==> config.mk <==
export PLATFORM = sky130hd
export DESIGN_NAME = ex_wb_stage
export DESIGN_NICKNAME = d
export VERILOG_FILES = /design/src/rtl/ex_wb_stage_pkg.sv /design/src/rtl/wb_queue2.sv /design/src/rtl/ex_wb_stage.sv
export SDC_FILE = /design/constraint.sdc
export NUM_CORES = 1
export LEC_CHECK = 0
export BUFFER_PORTS_ARGS = -buffer_cell sky130_fd_sc_hd__buf_4
export CAP_MARGIN = 20
export CORE_MARGIN = 1.5
export CORE_UTILIZATION = 26
export DETAILED_ROUTE_END_ITERATION = 8
export GPL_ROUTABILITY_DRIVEN = 0
export PLACE_DENSITY = 0.43
export SETUP_SLACK_MARGIN = 0.1
export SYNTH_ARGS = -nofsm -noshare
export SYNTH_HDL_FRONTEND = slang
export SYNTH_SLANG_ARGS = --single-unit
==> constraint.sdc <==
create_clock -name clk -period 2.9 [get_ports clk]
set_input_delay 0.145 -clock clk [delete_from_list [all_inputs] [get_ports clk]]
set_output_delay 0.145 -clock clk [all_outputs]
set_load 0.1 [all_outputs]
==> src/rtl/ex_wb_stage_pkg.sv <==
// Shared ALU/writeback definitions: word and opcode widths, opcode values,
// result classes and the branch-opcode predicate used by decode and writeback.
// Latency: n/a (definitions only). Backpressure: n/a.
package ex_wb_stage_pkg;

  localparam int REG_WORD_LEN = 16;  // Q1.15 word
  localparam int ALU_MODE_LEN = 5;
  localparam int REG_ADDR_LEN = 4;
  localparam int PC_LEN       = 10;

  typedef logic [ALU_MODE_LEN-1:0] alu_op_t;

  localparam alu_op_t ALU_NOP  = 5'd0;
  localparam alu_op_t ALU_ADD  = 5'd1;
  localparam alu_op_t ALU_SUB  = 5'd2;
  localparam alu_op_t ALU_MUL  = 5'd3;
  localparam alu_op_t ALU_AND  = 5'd4;
  localparam alu_op_t ALU_OR   = 5'd5;
  localparam alu_op_t ALU_XOR  = 5'd6;
  localparam alu_op_t ALU_NOT  = 5'd7;
  localparam alu_op_t ALU_SHL  = 5'd8;
  localparam alu_op_t ALU_SHR  = 5'd9;
  localparam alu_op_t ALU_BEZ  = 5'd10;
  localparam alu_op_t ALU_BNEZ = 5'd11;
  localparam alu_op_t ALU_BEQ  = 5'd12;

  // How the writeback stage disposes of one accepted ALU result.
  typedef enum logic [1:0] {
    RES_DROP   = 2'd0,
    RES_WRITE  = 2'd1,
    RES_BRANCH = 2'd2
  } res_class_t;

  function automatic logic is_branch(input alu_op_t op);
    return (op == ALU_BEZ) || (op == ALU_BNEZ) || (op == ALU_BEQ);
  endfunction

endpackage

==> src/rtl/wb_queue2.sv <==
// 2-entry {addr, data} FIFO feeding the register-file write port, with a
// zero-latency forwarding compare across both stored entries.
// Latency: push visible at head one cycle later. Backpressure: can_push is a
// registered "count < 2"; pops only when head valid and wr_ready.
// Ports: push/push_addr/push_data in; wr_ready in; wr_en/wr_addr/wr_data out
// (head entry); can_push out; fwd_addr in; fwd_hit/fwd_data out.
module wb_queue2 #(
  parameter int WORD_LEN = 16,
  parameter int ADDR_LEN = 4
) (
  input  logic                clk,
  input  logic                rst_n,
  input  logic                push,
  input  logic [ADDR_LEN-1:0] push_addr,
  input  logic [WORD_LEN-1:0] push_data,
  input  logic                wr_ready,
  output logic                wr_en,
  output logic [ADDR_LEN-1:0] wr_addr,
  output logic [WORD_LEN-1:0] wr_data,
  output logic                can_push,
  input  logic [ADDR_LEN-1:0] fwd_addr,
  output logic                fwd_hit,
  output logic [WORD_LEN-1:0] fwd_data
);

  logic [ADDR_LEN-1:0] addr_q [2];
  logic [WORD_LEN-1:0] data_q [2];
  logic                head_q;
  logic                tail_q;
  logic [1:0]          count_q;
  logic [1:0]          count_next;
  logic                do_push;
  logic                do_pop;
  logic                old_hit;
  logic                young_hit;

  assign do_pop  = (count_q != 2'd0) && wr_ready;
  // A push arriving while full is refused; upstream already sees can_push low.
  assign do_push = push && (count_q != 2'd2);

  always_comb begin
    count_next = count_q;
    case ({do_push, do_pop})
      2'b10:   count_next = count_q + 2'd1;
      2'b01:   count_next = count_q - 2'd1;
      default: count_next = count_q;
    endcase
  end

  always_ff @(posedge clk or negedge rst_n) begin
    if (!rst_n) begin
      addr_q[0] <= '0;
      addr_q[1] <= '0;
      data_q[0] <= '0;
      data_q[1] <= '0;
      head_q    <= 1'b0;
      tail_q    <= 1'b0;
      count_q   <= 2'd0;
      can_push  <= 1'b1;
    end else begin
      if (do_push) begin
        addr_q[tail_q] <= push_addr;
        data_q[tail_q] <= push_data;
        tail_q         <= ~tail_q;
      end
      if (do_pop) begin
        head_q <= ~head_q;
      end
      count_q  <= count_next;
      can_push <= (count_next != 2'd2);
    end
  end

  assign wr_en   = (count_q != 2'd0);
  assign wr_addr = addr_q[head_q];
  assign wr_data = data_q[head_q];

  // The slot behind the head is only live when both entries are occupied;
  // it is the younger write, so it wins when both addresses match.
  assign old_hit   = (count_q != 2'd0) && (addr_q[head_q] == fwd_addr);
  assign young_hit = (count_q == 2'd2) && (addr_q[~head_q] == fwd_addr);

  always_comb begin
    fwd_hit  = 1'b0;
    fwd_data = '0;
    if (fwd_addr != '0) begin
      if (young_hit) begin
        fwd_hit  = 1'b1;
        fwd_data = data_q[~head_q];
      end else if (old_hit) begin
        fwd_hit  = 1'b1;
        fwd_data = data_q[head_q];
      end
    end
  end

endmodule

==> src/rtl/ex_wb_stage.sv <==
// Execute/writeback stage: classifies each ALU result into branch redirect,
// queued register write, or drop; forwards pending writes to operand fetch.
// Latency: write head / redirect pulse one cycle after accept. Backpressure:
// in_ready is registered and low while the 2-entry write queue is full.
// Ports: in_* result input, wr_* register-file write port, redirect_* PC
// redirect pulse, fwd_* bypass lookup, busy = queue non-empty.
module ex_wb_stage
  import ex_wb_stage_pkg::*;
#(
  parameter int WORD_LEN = REG_WORD_LEN,
  parameter int OP_LEN   = ALU_MODE_LEN,
  parameter int ADDR_LEN = 4,
  parameter int PC_LEN   = ex_wb_stage_pkg::PC_LEN
) (
  input  logic                clk,
  input  logic                rst_n,
  input  logic                in_valid,
  output logic                in_ready,
  input  logic [OP_LEN-1:0]   in_opcode,
  input  logic [WORD_LEN-1:0] in_data,
  input  logic [ADDR_LEN-1:0] in_rd,
  input  logic [PC_LEN-1:0]   in_target,
  output logic                wr_en,
  input  logic                wr_ready,
  output logic [ADDR_LEN-1:0] wr_addr,
  output logic [WORD_LEN-1:0] wr_data,
  output logic                redirect_valid,
  output logic [PC_LEN-1:0]   redirect_pc,
  input  logic [ADDR_LEN-1:0] fwd_addr,
  output logic                fwd_hit,
  output logic [WORD_LEN-1:0] fwd_data,
  output logic                busy
);

  alu_op_t    op;
  res_class_t res_class;
  logic       accept;
  logic       push;
  logic       taken;

  assign op = alu_op_t'(in_opcode);

  // r0 is hardwired zero, so a write aimed at it is simply discarded.
  always_comb begin
    res_class = RES_DROP;
    if (is_branch(op)) begin
      res_class = RES_BRANCH;
    end else if ((op != ALU_NOP) && (in_rd != '0)) begin
      res_class = RES_WRITE;
    end
  end

  assign accept = in_valid && in_ready;
  assign push   = accept && (res_class == RES_WRITE);
  // The ALU leaves the branch condition in the sign bit of its result word.
  assign taken  = accept && (res_class == RES_BRANCH) && in_data[WORD_LEN-1];

  always_ff @(posedge clk or negedge rst_n) begin
    if (!rst_n) begin
      redirect_valid <= 1'b0;
      redirect_pc    <= '0;
    end else begin
      redirect_valid <= taken;
      if (taken) begin
        redirect_pc <= in_target;
      end
    end
  end

  wb_queue2 #(
    .WORD_LEN(WORD_LEN),
    .ADDR_LEN(ADDR_LEN)
  ) u_queue (
    .clk      (clk),
    .rst_n    (rst_n),
    .push     (push),
    .push_addr(in_rd),
    .push_data(in_data),
    .wr_ready (wr_ready),
    .wr_en    (wr_en),
    .wr_addr  (wr_addr),
    .wr_data  (wr_data),
    .can_push (in_ready),
    .fwd_addr (fwd_addr),
    .fwd_hit  (fwd_hit),
    .fwd_data (fwd_data)
  );

  assign busy = wr_en;

endmodule

# [Yosys cells after proc, flatten, opt, wreduce, memory -nomap -nowiden]
# Index checks and enable logic that the tools add are counted.
[totals] word_cells=76 regBits=56
[op_classes] bitwise_logic=5 n_lt_le_gt_ge=4 n_mux=27 n_eq_ne=12 addsub=2 n_reduce_logical=16
[ops] op="16-bit 2-to-1 mux" count=10
[ops] op="32-bit bitwise mux" count=1
[ops] op="4-bit 2-to-1 mux" count=7
[ops] op="16-bit demux with 1-bit select" count=1
[ops] op="5-bit by 4-bit equality test with 1-bit output (second input constant)" count=3
[ops] op="1-bit logical AND" count=10
[ops] op="8-bit bitwise mux" count=1
[ops] op="4-bit equality test" count=2
[ops] op="4-bit nonzero test" count=2
[ops] op="2-bit equality test (second input constant)" count=3
[ops] op="2-bit >= comparator (second input constant)" count=3
[ops] op="1-bit NOT with 2-bit output" count=3
[ops] op="5-bit nonzero test" count=1
[ops] op="4-bit demux with 1-bit select" count=1
[ops] op="2-bit by 1-bit equality test with 1-bit output (second input constant)" count=2
[ops] op="1-bit 2-to-1 mux" count=4
[ops] op="2-bit != test (second input constant)" count=2
[ops] op="2-bit case mux with 2 select lines" count=1
[ops] op="2-bit by 1-bit adder with 2-bit output (second input constant)" count=1
[ops] op="1-bit logical OR" count=2
[ops] op="2-bit by 1-bit less-than comparator with 1-bit output (second input constant)" count=1
[ops] op="2-bit 2-to-1 mux" count=1
[ops] op="1-bit NOT" count=2
[ops] op="2-bit nonzero test" count=1
[ops] op="2-bit by 1-bit subtractor with 2-bit output (second input constant)" count=1

# [Depth between registers and ports, before layout]
[logic_depth] ltp_word=10 mapped_depth=9 depth_no_buf=9

# [By module]
# Synthesis repeated with hierarchy kept, for this count alone.
[hier_totals] cells_unflattened=244 area_unflattened_um2=3156.8
[by_module_without_submodules] mod="wb_queue2" seq_area_each_um2=1127.3 n_inst=1 area_each_um2=2626.3 cells_each=208
[by_module_without_submodules] mod="ex_wb_stage" seq_area_each_um2=275.3 n_inst=1 area_each_um2=530.5 cells_each=36

# [Least setup slack after synthesis]
# OpenSTA, ideal clock, no wires.
[synth_path] kind="reg-to-output" startpoint="register u_queue.head_q" endpoint="output fwd_data[1]" setup_slack_ns=-0.473 stages_incl_launch_ff=9 arrival_ns=3.228 required_time_ns=2.755 path_cell_list="dfrtp_1 > buf_6 > mux2_1 > xor2_1 > or3_1 > nor3_4 > buf_6 > a221o_1 > and3_1"
[synth_via] elab_chain_cells=9 word_cells_on_any_way=22
[synth_lines] item="start, declared" line="wb_queue2.sv:28" source="logic head_q;"
[synth_lines] item="start signal, assigned" line="wb_queue2.sv:67" source="head_q <= ~head_q;"
[synth_lines] item="1-bit NOT with 2-bit output"
[synth_lines] item="4-bit 2-to-1 mux (3 in series)"
[synth_lines] item="named net wr_addr[1]" line="ex_wb_stage.sv:25" source="output logic [ADDR_LEN-1:0] wr_addr,"
[synth_lines] item="4-bit equality test" line="wb_queue2.sv:80" source="assign old_hit = (count_q != 2'd0) && (addr_q[head_q] == fwd_addr);"
[synth_lines] item="1-bit logical AND" line="wb_queue2.sv:80"
[synth_lines] item="16-bit 2-to-1 mux" line="wb_queue2.sv:90" source="end else if (old_hit) begin"
[synth_lines] item="16-bit 2-to-1 mux" line="wb_queue2.sv:87" source="if (young_hit) begin"
[synth_lines] item="16-bit 2-to-1 mux" line="wb_queue2.sv:86" source="if (fwd_addr != '0) begin"
[synth_lines] item="end, declared" line="ex_wb_stage.sv:31" source="output logic [WORD_LEN-1:0] fwd_data,"
# The timed path passes the listed nets, and every way through them passes these cells. The select of a mux whose other input is x is not followed.

# [Worst setup path after layout]
[layout_path] startpoint="register u_queue.head_q" endpoint="output fwd_data[13]"
[layout_via] elab_chain_cells=9 word_cells_on_any_way=22
[layout_lines] item="1-bit NOT with 2-bit output (implied by the code) or 1-bit NOT (tied branches)"
[layout_lines] item="4-bit 2-to-1 mux (implied by the code) or 1-bit NOT with 2-bit output (tied branches)" line="wb_queue2.sv:80, wb_queue2.sv:81, wb_queue2.sv:89"
[layout_lines] item="4-bit 2-to-1 mux, on equally long branches (2 in series)" line="wb_queue2.sv:80, wb_queue2.sv:81"
[layout_lines] item="4-bit equality test or 4-bit 2-to-1 mux (tied branches)" line="wb_queue2.sv:80, wb_queue2.sv:81"
[layout_lines] item="1-bit logical AND or 4-bit equality test (tied branches)" line="wb_queue2.sv:80, wb_queue2.sv:81"
[layout_lines] item="16-bit 2-to-1 mux or 1-bit logical AND (tied branches)" line="wb_queue2.sv:90, wb_queue2.sv:81"
[layout_lines] item="16-bit 2-to-1 mux (*)" line="wb_queue2.sv:87"
[layout_lines] item="16-bit 2-to-1 mux (*)" line="wb_queue2.sv:86"
# Every way passes the cells marked *; elsewhere a longest branch is shown, timed or not. The select of a mux whose other input is x is not followed.

==> metrics.cfg <==
[timing]
relSlewSlack_pct = 48.67
fin_crit_ns = 2.786
holdWs_ns = 0.08180
worst_pin_slew_ns = 0.7699
clock.fmax_mhz = 358.9
slew_violations = 0
setup_viol = 0
finalHoldViolCount = 0
min_period_over_period_pct = 96.07
setup_ws_ns = 0.1140
finalClockSkew_ns = 0.006329
rsz0062_at_grt = yes

[cts]
cts_buffers = 5
root_buffer = clkbuf_16
cts.path.max_buffers = 2
cts.sinks = 56
cts.reportedPaths.clkPinSlew_ns = 0.07
h-tree-depth = 2
cts_tree = done
insertion_delay_ns = 0.29

[min_path]
hold_class = in2reg

[run_status]
violations = design-rule violations
status = complete, but fails checks

[global_route]
grt_pass1_vias = 2475
overflow = 0
grt_pass1_wl_um = 13280
grt_usage_pct = 13.39
grt_start_max_net_pins = 57
antenna_found_initial = 0

[cells_and_area]
antenna_cells = 0
most-common-layout-cells = buf_4 (85), mux2_2 (68), dfrtp_1 (54), a221o_1 (32)
layout_commonest_cell = buf_4
nNetsFinal = 382
synthToLayoutAreaGrowth_pct = 45.28
drive_above_1_share_pct = 62.83
post-route-util_pct = 38.94

[logic_synthesis]
synth_compound_area_share_pct = 11.15
synth-seq-cells = 56
synth_ff_type = dfrtp_1
syn_nets = 285
avgSynthCellArea_um2 = 12.81
yosys_warnings = 0
synthMuxAreaShare_pct = 27.48
synth-xor-area-share_pct = 3.405
syn_inst = 241
synth_adder_area_share_pct = 0.4054
yosysSeqAreaShare_pct = 45.44
synth_edf_count = 0
async_flop_share_pct = 100.0
synthSimpleGateAreaFrac_pct = 8.026
syn-cell-area_um2 = 3087
synth_top_family_by_area = multiplexers
yosysUniqueCellTypes = 35

[detailed_routing]
wl_per_cell_um = 17.27
wl_um = 8323
drcViolationCount = 7
drt_iter0_drc = 127
vias_per_cell = 4.886
antenna_left = 0
dr_total_vias = 2355
firstDrtPassIters = 8

[floorplan]
die_h_um = 112.0
pin_count = 94
die_x_um = 112.0
core_um2 = 11520
dieArea_um2 = 12540
start_util_pct = 26.80
fp-row-count = 39

[critical_path]
crit_fanout = 16
required_ns = 2.76
crit_arrival_ns = 2.64
startpoint_type = flop
cp-end-kind = output port
worstSetupPathType = reg2out

[placed_design]
dp_slack_ns = 0.2459
dp_hpwl_um = 5586
io_buffers = 93

[flow_run]
drv_cap = 0

-- timing repair --
item,in CTS,in global routing
resized for setup,36,22
endpoints found under the setup margin,16,16
pin swaps,2,0
hold buffers,1,0
hold endpoints to repair,55,0
cloned,1,0
buffers inserted,4,1
-- synthesized netlist by cell type, drive strengths merged (2+ instances only) --
| master | instances | area, um2 |
|---|---|---|
| nand2 | 4 | 15.01 |
| inv | 2 | 7.510 |
| and3 | 16 | 100.1 |
| xor2 | 6 | 52.55 |
| mux2i | 6 | 60.06 |
| xnor2 | 6 | 52.55 |
| mux2 | 70 | 788.3 |
| nor4 | 2 | 27.53 |
| buf | 11 | 85.08 |
| nor2 | 6 | 22.52 |
| clkbuf | 8 | 30.03 |
| nor3 | 2 | 21.27 |
| a221o | 32 | 320.3 |
| dfrtp | 55 | 1376 |
-- logic make-up (layout without fill, tap and decap cells) --
group | after synthesis | after routing
flip-flops | 56 | 56
buffers and inverters | 22 | 120
adder cells (fa/ha/maj) | 1 | 1
AND/OR/NAND/NOR | 39 | 39
AO/OA/AOI/OAI | 35 | 35
multiplexers | 76 | 76
XOR/XNOR | 12 | 12
-- metal layers --
| layer | global-route usage [%] | vias up | wire [um] |
|---|---|---|---|
| met1 | 17.36 | 1175 | 3832 |
| li1 | - | 1120 | - |
| met3 | 3.375 | 4 | 407 |
| met5 | 0 | - | 0 |
| met4 | 2.785 | 0 | 68 |
| met2 | 22.76 | 56 | 4015 |
-- final cells by class --
| cell class | count | area (um2) |
|---|---|---|
| clock buffer | 5 | 125.1 |
| clock inverter | 3 | 23.77 |
| fill | 1118 | 7032 |
| inverter | 3 | 11.26 |
| multi-input combinational | 163 | 1670 |
| sequential | 56 | 1404 |
| tap | 143 | 178.9 |
| timing repair buffer | 109 | 1071 |
-- final timing paths --
| path | end | start | slack [ns] | cells after the start |
|---|---|---|---|---|
| max reg2reg | u_queue.data_q[20] | u_queue.can_push | 0.82 | 6 |
| min | redirect_pc[4] | in_target[4] | 0.08 | 2 |
| min in group asynchronous | u_queue.count_q[0] | rst_n | 0.46 | 2 |
| max in group asynchronous | u_queue.head_q | rst_n | 1.93 | 2 |
| min reg2reg | redirect_pc[2] | redirect_pc[2] | 0.51 | 1 |
| max | fwd_data[13] | u_queue.head_q | 0.11 | 10 |
-- worst max-delay path, cell delays in order, from the launching register on --
cell	delay, ns
dfrtp_2	0.47
buf_6	0.14
mux2i_1	0.21
xnor2_1	0.13
nor4_4	0.35
nor3_4	0.09
buf_4	0.15
buf_12	0.14
a221o_1	0.30
and3_4	0.19
buf_12	0.16
-- through the flow --
| stage | cell area [um2] | setup TNS [ns] | cells |
|---|---|---|---|
| after detailed placement | 4011 | 0 | 466 |
| after CTS | 4368 | 0 | 480 |
| after floorplan | 3167 | 0 | 241 |
| after global routing | 4484 | -0.002830 | 482 |
| after global placement | 4011 | 0 | 466 |
| final | 4484 | 0 | 482 |
-- registers in the layout, indices dropped and copies added, names as in the netlist --
signal	count
redirect_pc	10
redirect_valid	1
u_queue.addr_q	8
u_queue.can_push	1
u_queue.count_q	2
u_queue.data_q	32
u_queue.head_q	1
u_queue.tail_q	1
Power is not shown: default switching activity piles up to over one toggle a cycle in this logic, so the estimate is an artifact.
